### config.mk
export PLATFORM = sky130hd
export DESIGN_NAME = dds_poly_synth
export DESIGN_NICKNAME = d
export VERILOG_FILES = /design/src/rtl/dds_synth_pkg.sv /design/src/rtl/dds_poly_synth_sine_lut.sv /design/src/rtl/dds_poly_synth.sv
export SDC_FILE = /design/constraint.sdc
export NUM_CORES = 2
export LEC_CHECK = 0
export BUFFER_PORTS_ARGS = -buffer_cell sky130_fd_sc_hd__buf_4
export CELL_PAD_IN_SITES_DETAIL_PLACEMENT = 0
export CELL_PAD_IN_SITES_GLOBAL_PLACEMENT = 1
export CORE_ASPECT_RATIO = 0.7
export CORE_MARGIN = 5
export CORE_UTILIZATION = 35
export CTS_BUF_LIST = sky130_fd_sc_hd__clkbuf_8 sky130_fd_sc_hd__clkbuf_16
export DETAILED_ROUTE_END_ITERATION = 12
export GPL_ROUTABILITY_DRIVEN = 0
export MAX_ROUTING_LAYER = met4
export PLACE_DENSITY = 0.63
export SLEW_MARGIN = 20
export SYNTH_ARGS = -nofsm -noshare
export SYNTH_HDL_FRONTEND = slang
export SYNTH_SLANG_ARGS = --single-unit
export TNS_END_PERCENT = 10
### constraint.sdc
create_clock -name iCLK -period 6.62 [get_ports iCLK]
set_input_delay 1.324 -clock iCLK [delete_from_list [all_inputs] [get_ports iCLK]]
set_output_delay 1.324 -clock iCLK [all_outputs]
set_load 0.005 [all_outputs]
### src/rtl/dds_synth_pkg.sv
// dds_synth_pkg: shared types and constants for the DDS voice synthesiser.
// Holds the sequencer state enum, LUT geometry, default scale and clamp helper.
package dds_synth_pkg;

  typedef enum logic [2:0] {
    S_IDLE,
    S_PHASE,
    S_LOOKUP,
    S_SCALE,
    S_ACCUM,
    S_OUT
  } state_e;

  localparam int          LUT_IDX_W       = 8;
  localparam int          LUT_SAMPLE_W    = 16;
  localparam logic [31:0] DDS_SCALE_46875 = 32'd91626;
  localparam logic [15:0] LFSR_SEED       = 16'hACE1;

  function automatic logic signed [31:0] sat_clamp(
    input logic signed [31:0] x,
    input int                 w
  );
    logic signed [31:0] hi;
    logic signed [31:0] lo;
    hi = (32'sd1 <<< (w - 1)) - 32'sd1;
    lo = -(32'sd1 <<< (w - 1));
    if (x > hi) return hi;
    if (x < lo) return lo;
    return x;
  endfunction

endpackage

### src/rtl/dds_poly_synth_sine_lut.sv
// sine_lut: combinational full-cycle sine table, entries built at elaboration.
// Entry i = round((2^(SAMPLE_W-1)-1) * sin(2*pi*i/2^IDX_W)).
module sine_lut #(
  parameter int IDX_W    = 8,
  parameter int SAMPLE_W = 16
) (
  input  logic [IDX_W-1:0]           i_idx,
  output logic signed [SAMPLE_W-1:0] o_val
);

  localparam real PI  = 3.14159265358979323846;
  localparam real AMP = (2.0 ** (SAMPLE_W - 1)) - 1.0;

  logic signed [SAMPLE_W-1:0] tbl [2**IDX_W];

  for (genvar i = 0; i < 2**IDX_W; i++) begin : g_tbl
    localparam real S = AMP * $sin(2.0 * PI * i / (2.0 ** IDX_W));
    localparam int  V = (S >= 0.0) ? $rtoi(S + 0.5)
                                   : -$rtoi(0.5 - S);
    assign tbl[i] = V[SAMPLE_W-1:0];
  end

  assign o_val = tbl[i_idx];

endmodule

### src/rtl/dds_poly_synth.sv
// dds_poly_synth: time-multiplexed multi-voice DDS with linear envelopes.
// Define DDS_PHASE_DITHER_EN to add LFSR phase dither ahead of LUT indexing.
module dds_poly_synth
  import dds_synth_pkg::*;
#(
  parameter int NUM_VOICES = 4,
  parameter int PHASE_W    = 32,
  parameter int IDX_W      = LUT_IDX_W,
  parameter int SAMPLE_W   = LUT_SAMPLE_W,
  parameter int ENV_W      = 8,
  parameter int FREQ_W     = 16
) (
  input  logic                         iCLK,
  input  logic                         AUD_DACLRCK,
  input  logic                         i_sample_tick,
  input  logic [NUM_VOICES*FREQ_W-1:0] i_freq,
  input  logic [NUM_VOICES-1:0]        i_gate,
  input  logic [PHASE_W-1:0]           i_incr_scale,
  input  logic [ENV_W-1:0]             i_env_rate,
  output logic signed [SAMPLE_W-1:0]   o_sample,
  output logic                         o_valid,
  output logic                         o_busy,
  output logic                         o_overrun
);

  localparam int VW     = (NUM_VOICES > 1) ? $clog2(NUM_VOICES) : 1;
  localparam int ACC_W  = SAMPLE_W + $clog2(NUM_VOICES) + 1;
  localparam int FRAC_W = PHASE_W - IDX_W;
  localparam logic [VW-1:0]    LAST_V  = VW'(NUM_VOICES - 1);
  localparam logic [ENV_W-1:0] ENV_MAX = '1;

  state_e                     state_q, state_d;
  logic [VW-1:0]              v_q, v_d;
  logic [PHASE_W-1:0]         phase_q [NUM_VOICES];
  logic [PHASE_W-1:0]         phase_d [NUM_VOICES];
  logic [ENV_W-1:0]           env_q [NUM_VOICES];
  logic [ENV_W-1:0]           env_d [NUM_VOICES];
  logic signed [ACC_W-1:0]    acc_q, acc_d;
  logic signed [SAMPLE_W-1:0] tbl_q, tbl_d;
  logic signed [SAMPLE_W:0]   prod_q, prod_d;
  logic signed [SAMPLE_W-1:0] sample_q, sample_d;
  logic                       valid_q, valid_d;
  logic                       ovr_q, ovr_d;

  logic [FREQ_W-1:0]          cur_freq;
  logic                       cur_gate;
  logic [ENV_W-1:0]           cur_env;
  logic [ENV_W:0]             env_sum;
  logic [ENV_W-1:0]           env_new;
  logic [PHASE_W-1:0]         incr;
  logic [IDX_W-1:0]           lut_idx;
  logic signed [SAMPLE_W-1:0] lut_val;
  logic signed [SAMPLE_W+ENV_W:0] prod_full;

  assign cur_freq = i_freq[v_q*FREQ_W +: FREQ_W];
  assign cur_gate = i_gate[v_q];
  assign cur_env  = env_q[v_q];
  assign env_sum  = {1'b0, cur_env} + {1'b0, i_env_rate};
  assign incr     = PHASE_W'(cur_freq) * i_incr_scale;
  assign prod_full = tbl_q * $signed({1'b0, cur_env});

  always_comb begin
    env_new = '0;
    if (cur_gate)
      env_new = env_sum[ENV_W] ? ENV_MAX : env_sum[ENV_W-1:0];
    else if (cur_env > i_env_rate)
      env_new = cur_env - i_env_rate;
  end

`ifdef DDS_PHASE_DITHER_EN
  localparam logic [PHASE_W-1:0] FRAC_MASK = {{IDX_W{1'b0}}, {FRAC_W{1'b1}}};

  logic [15:0] lfsr_q, lfsr_d;
  logic        lfsr_fb;

  assign lfsr_fb = lfsr_q[0] ^ lfsr_q[2] ^ lfsr_q[3] ^ lfsr_q[5];
  assign lfsr_d  = (state_q == S_PHASE) ? {lfsr_fb, lfsr_q[15:1]} : lfsr_q;
  // Dither only perturbs the LUT address; the stored phase stays exact.
  assign lut_idx = IDX_W'((phase_q[v_q] + (PHASE_W'(lfsr_q) & FRAC_MASK)) >> FRAC_W);

  always_ff @(posedge iCLK or negedge AUD_DACLRCK) begin
    if (!AUD_DACLRCK) lfsr_q <= LFSR_SEED;
    else              lfsr_q <= lfsr_d;
  end
`else
  assign lut_idx = phase_q[v_q][PHASE_W-1 -: IDX_W];
`endif

  sine_lut #(
    .IDX_W    (IDX_W),
    .SAMPLE_W (SAMPLE_W)
  ) u_lut (
    .i_idx (lut_idx),
    .o_val (lut_val)
  );

  always_comb begin
    state_d  = state_q;
    v_d      = v_q;
    phase_d  = phase_q;
    env_d    = env_q;
    acc_d    = acc_q;
    tbl_d    = tbl_q;
    prod_d   = prod_q;
    sample_d = sample_q;
    valid_d  = 1'b0;
    ovr_d    = ovr_q | (i_sample_tick && state_q != S_IDLE);
    unique case (state_q)
      S_IDLE: begin
        if (i_sample_tick) begin
          state_d = S_PHASE;
          v_d     = '0;
          acc_d   = '0;
        end
      end
      S_PHASE: begin
        env_d[v_q] = env_new;
        // A fully released voice parks at phase 0 so the next note starts clean.
        if (!cur_gate && env_new == '0) phase_d[v_q] = '0;
        else                            phase_d[v_q] = phase_q[v_q] + incr;
        state_d = S_LOOKUP;
      end
      S_LOOKUP: begin
        tbl_d   = lut_val;
        state_d = S_SCALE;
      end
      S_SCALE: begin
        prod_d  = (SAMPLE_W+1)'(prod_full >>> ENV_W);
        state_d = S_ACCUM;
      end
      S_ACCUM: begin
        acc_d = acc_q + ACC_W'(prod_q);
        if (v_q == LAST_V) begin
          state_d = S_OUT;
        end else begin
          v_d     = v_q + 1'b1;
          state_d = S_PHASE;
        end
      end
      S_OUT: begin
        sample_d = SAMPLE_W'(sat_clamp(32'(acc_q), SAMPLE_W));
        valid_d  = 1'b1;
        state_d  = S_IDLE;
      end
      default: state_d = S_IDLE;
    endcase
  end

  always_ff @(posedge iCLK or negedge AUD_DACLRCK) begin
    if (!AUD_DACLRCK) begin
      state_q  <= S_IDLE;
      v_q      <= '0;
      acc_q    <= '0;
      tbl_q    <= '0;
      prod_q   <= '0;
      sample_q <= '0;
      valid_q  <= 1'b0;
      ovr_q    <= 1'b0;
      for (int i = 0; i < NUM_VOICES; i++) begin
        phase_q[i] <= '0;
        env_q[i]   <= '0;
      end
    end else begin
      state_q  <= state_d;
      v_q      <= v_d;
      acc_q    <= acc_d;
      tbl_q    <= tbl_d;
      prod_q   <= prod_d;
      sample_q <= sample_d;
      valid_q  <= valid_d;
      ovr_q    <= ovr_d;
      phase_q  <= phase_d;
      env_q    <= env_d;
    end
  end

  assign o_sample  = sample_q;
  assign o_valid   = valid_q;
  assign o_busy    = (state_q != S_IDLE);
  assign o_overrun = ovr_q;

endmodule

; Word-level counts from Yosys, hierarchy flattened
; Memory sizes are Yosys's and may differ from the RTL's. A register that Yosys moved wholly into a read port is not among the register bits.
; Index checks and enable logic that the tools add are counted.
[word_totals]
regBits = 219
rom_bits = 4096
input_bits = 111
output_inout_bits = 19
word_cells = 90
mem_count = 1
[mem_list]
columns = memory, words, width, read_ports, rd_ports_with_merged_regs, write_ports, line
row1 = (name not given), 256, 16, 1, 1, 0, dds_poly_synth_sine_lut.sv:23  ; assign o_val = tbl[i_idx];
[op_classes]
add_sub_neg = 5
mul = 2
magnitude_cmp = 6
n_eq_ne = 8
shifts = 1
mux = 36
n_bitwise = 5
n_reduce_logical = 11
[op_table]
columns = operator, count
row1 = 128-bit AND, 1
row2 = 128-bit bitwise mux, 1
row3 = 128-bit 2-to-1 mux, 1
row4 = 128-bit inverter, 1
row5 = 32-bit 2-to-1 mux, 3
row6 = 32-bit binary-select mux with 2-bit select, 1
row7 = 32-bit demux with 2-bit select, 1
row8 = 16-bit 2-to-1 mux, 4
row9 = 64-bit by 7-bit variable part select with 16-bit output, 1
row10 = 8-bit 2-to-1 mux, 6
row11 = 19-bit one-hot mux with 2 select lines, 1
row12 = 32-bit adder, 1
row13 = 32-bit bitwise mux, 1
row14 = 16-bit by 32-bit multiplier with 32-bit output, 1
row15 = 16-bit by 9-bit multiplier with 25-bit output, 1
row16 = 19-bit by 17-bit adder with 19-bit output, 1
row17 = "19-bit by 16-bit > comparator with 1-bit output, second input constant", 1
row18 = "19-bit by 16-bit less-than comparator with 1-bit output, second input constant", 1
row19 = 19-bit 2-to-1 mux, 1
row20 = 8-bit binary-select mux with 2-bit select, 1
row21 = 8-bit demux with 2-bit select, 1
row22 = 3-bit one-hot mux with 5 select lines, 1
row23 = 8-bit by 8-bit adder with 9-bit output, 1
row24 = 8-bit inverter with 9-bit output, 1
row25 = 26 further kinds, 40

; Longest topological paths before layout
[logic_depth]
depth_word = 10
depth_mapped = 28
ltp_nobuf = 24

; Modules after synthesis
; A second synthesis with hierarchy kept.
[hier_totals]
hier_cells = 3819
area_unflattened_um2 = 33236.9
[by_module_without_submodules]
columns = mod, instances, cells_each, area_per_inst_um2, seq_area_each_um2
row1 = dds_poly_synth, 1, 3063, 28576.2, 5880.6
row2 = sine_lut, 1, 756, 4660.7, 0.0

; Least setup slack after synthesis
; Ideal clock, no wire load.
[synth_timing]
path_type = input to register
startpoint = in i_freq[52]
endpoint = reg phase_q[26] (netlist name)
arrival_ps = 7325
path_slack_ps = -788
path_stages = 22
n_path_buf = 1
cell_sequence = mux4_2 clkbuf_1 and2_1 fa_1 inv_1 fa_1 fa_1 inv_1 fa_1 fa_1 inv_1 fa_1 inv_1 ha_1 a2111oi_0 and3b_1 a211oi_1 a41o_1 a31oi_1 xor2_1 or2_2 o21ai_0
[synth_between]
elab_chain_len = 5
[synth_rtl]
columns = item, line
row1 = from (decl), dds_poly_synth.sv:16  ; input logic [NUM_VOICES*FREQ_W-1:0] i_freq,
row2 = 64-bit by 7-bit variable part select with 16-bit output, dds_poly_synth.sv:55  ; assign cur_freq = i_freq[v_q*FREQ_W +: FREQ_W];
row3 = 16-bit by 32-bit multiplier with 32-bit output, dds_poly_synth.sv:59  ; assign incr = PHASE_W'(cur_freq) * i_incr_scale;
row4 = 32-bit adder, dds_poly_synth.sv:120  ; else phase_d[v_q] = phase_q[v_q] + incr;
row5 = 128-bit bitwise mux, dds_poly_synth.sv:120
row6 = 128-bit 2-to-1 mux, dds_poly_synth.sv:119  ; if (!cur_gate && env_new == '0) phase_d[v_q] = '0;
row7 = to (signal assigned), dds_poly_synth.sv:172  ; phase_q <= phase_d;
row8 = to (decl), dds_poly_synth.sv:34  ; logic [PHASE_W-1:0] phase_q [NUM_VOICES];
; Every way passes these cells.
; A chain may end at the register's enable or synchronous reset.

; Worst setup path after layout
[layout_timing]
startpoint = in i_freq[54]
endpoint = reg phase_q[26] (netlist name)
; The elaborated chain is that of the path after synthesis.

==> qor.csv <==
stage,metric,value,unit
yosys,synth_top_area_share,0.2662,
sta,worstMarginPinSlew,1.169,ns
layout,drive_above_1_share,0.1539,
sta,fmax,140.1,MHz
sta,post-route-min-period,7.138,ns
clock_tree,clockBufferDepth,3,
clock_tree,cts_hold_buf,0,
yosys,ys_top_cells_by_count,"nand2_1 (661), inv_1 (608), fa_1 (438)",
yosys,synth_area_leaders,"fa_1 (27%), dfrtp_1 (18%), nand2_1 (7.5%)",
sta,setup_ws,-0.5179,ns
clock_tree,htree_levels,1,
yosys,synth-main-ff-cell,dfrtp_1,
sta,slew_violations,0,
yosys,synth_cell_types,88,
die,die_w,376.7,um
sta,setup_violations,68,
yosys,synth_mux_area_frac,0.04205,
yosys,synth_compound_area_frac,0.1482,
worst_setup_path,slowest_stage,mux4_2,
hold_path,hold_end,o_overrun,
worst_setup_path,path_buf_inv,8,
yosys,synthArstFlopShare,1.000,
detailed_routing,wl_met3,7902,um
place,io_buffers,129,
outcome,violations,setup timing,
worst_setup_path,regToRegSetupSlack,-0.40,ns
layout,syn_to_final_growth,15.75,%
yosys,yosys.area.top_type,fa_1,
worst_setup_path,crit_fanout,4,
clock_tree,cts_tree,done,
job,drv_cap,0,
detailed_routing,vias_per_cell,5.241,
worst_setup_path,cp_data_arrival_time,7.62,ns
sta,max_slew_margin,0.2204,
hold_path,hp-class,reg2reg,
global_route,grt_max_degree,115,
yosys,synth_edf_count,0,
yosys,ys_ff_latch,235,
global_route,grt_pass1_wl,168500,um
place,hpwl,80890,um
sta,report.final.hold_viol_count,0,
worst_setup_path,critPathTopFamily,adder cells,
yosys,synthCells,3837,
yosys,syn_area_per_cell,8.585,um^2
global_route,grt_overflow_total,0,
yosys,syn_area,32940,um^2
worst_setup_path,critical_path.max_stage_delay,0.53,ns
detailed_routing,drt-total-wl,106300,um
yosys,synth-adder-area-share,0.3308,
clock_tree,cts-root-buf,clkbuf_16,
global_route,grt_util_all_layers,0.2171,
die,ios,130,
sta,rsz0062_at_grt,true,
yosys,yosys.area_share.simple,0.1691,
worst_setup_path,worstReg2RegEnd,phase_q[62],
worst_setup_path,rr_worst_depth,22,
yosys,ys_seq_area_frac,0.1785,
layout,fin_nets,4734,
die,die_y,266.7,um
detailed_routing,num_vias,27690,
worst_setup_path,crit_path_start_kind,input pin,
die,die_area,100400,um^2
clock_tree,cts_made_buffers,26,
global_route,grt_pass1_vias,27500,
worst_setup_path,worstReg2RegStart,v_q[0],
detailed_routing,antenna_left,0,
die,placementRows,94,
sta,finalSetupTns,-21.16,ns
yosys,yosysWarningCount,0,
hold_path,whs_path_depth,1,
clock_tree,cts.sinks,235,
detailed_routing,wl_met2,43460,um
detailed_routing,first_iter_violations,2631,
sta,skew,0.02921,ns
yosys,synth_top_family_by_area,adder cells,
die,initial_core_util,0.3519,
worst_setup_path,crit_type,in2reg,
worst_setup_path,cp.required,7.10,ns
hold_path,min_from,o_overrun,
outcome,status,finished with violations,
clock_tree,cts.clk_slew.worst_paths,0.07,ns
yosys,synth_nets,4556,
yosys,yosysMostFrequentCell,nand2_1,
die,coreArea,93620,um^2
detailed_routing,wl_met1,53390,um
worst_setup_path,end_kind,flop,
clock_tree,clk-insertion-delay-late,0.58,ns
worst_setup_path,path_common_cell,fa_1,
detailed_routing,drtPass1Iterations,7,
detailed_routing,drt-wirelength-per-cell,20.13,um
detailed_routing,drcViolationCount,0,
yosys,synth_xor_area_frac,0.02568,
sta,period_share,1.078,
detailed_routing,maxUsedRoutingLayer,met4,
global_route,antenna_found_initial,1,
layout,post-route-util,0.4073,
[area by class of cell]
class | instances | area [um^2]
flip-flops and latches | 235 | 5888
clock inverters | 14 | 143.9
repair buffers | 392 | 3238
inverters | 615 | 2308
multi-input cells | 2745 | 24240
fillers | 9617 | 55490
clock buffers | 33 | 747.0
diodes | 1 | 2.502
well taps | 1248 | 1562
[per-layer routing]
metal  vias up  track usage
met4         0      0.02862
met3       146      0.03882
li1      12810            -
met2       990       0.2947
met1     13740       0.3418
met5         -            -
[cells by family after synthesis]
family	Yosys count
xor+xnor	95
fa+ha+maj	608
mux	72
simple gates	1204
compound gates	764
flops	235
buf+inv	859
[cell usage in the layout (no fill, tap or decap), types with 48 or more instances in the layout]
master | Yosys | final
nand2_1 | 661 | 656
inv_1 | 608 | 601
fa_1 | 438 | 428
buf_4 | 9 | 348
dfrtp_1 | 235 | 233
and2_1 | 224 | 214
o21ai_0 | 255 | 206
ha_1 | 170 | 162
a21oi_1 | 134 | 129
nor2_1 | 104 | 103
xnor2_1 | 67 | 62
o21ai_1 | 15 | 58
o31ai_1 | 68 | 56
mux4_2 | 52 | 51
nand3_1 | 48 | 48
[worst max path at each step]
stage          slack [ns]       start  cells after the start           to
2_1_floorplan       -0.57  i_freq[52]                     23  phase_q[95]
3_3_place_gp        -1.16  i_freq[52]                     24  phase_q[94]
3_5_place_dp        -1.24  i_freq[52]                     24  phase_q[62]
4_1_cts             -0.50  i_freq[54]                     24  phase_q[62]
5_1_grt             -0.72  i_freq[52]                     26  phase_q[21]
6_report            -0.52  i_freq[54]                     25  phase_q[26]
[flip-flops by register name (all words and copies together), names as in the netlist]
signal / count
acc_q: 19
env_q: 32
o_overrun: 1
o_sample: 16
o_valid: 1
phase_q: 128
prod_q: 17
state_q: 3
tbl_q: 16
v_q: 2
[what timing repair did]
item / CTS / global route
hold endpoints to repair: 0 / 0
gates cloned: 2 / 0
setup buffers: 13 / 7
resized for setup: 109 / 61
pin swaps: 58 / 40
setup endpoints to repair: 72 / 85
[stage by stage]
stage                     instance area (um^2)  cells  hold slack (ns)  setup WS (ns)
final                                    38130   5283           0.4600        -0.5179
after global routing                     38130   5283           0.4846        -0.7209
after CTS                                37890   5275           0.4691        -0.5026
after detailed placement                 36450   5213           0.4568         -1.244
after global placement                   36450   5213           0.4410         -1.161
after floorplan                          33120   3837           0.4432        -0.5718
Power is not shown: default switching activity piles up to over one toggle a cycle in this logic, so the estimate is an artifact.
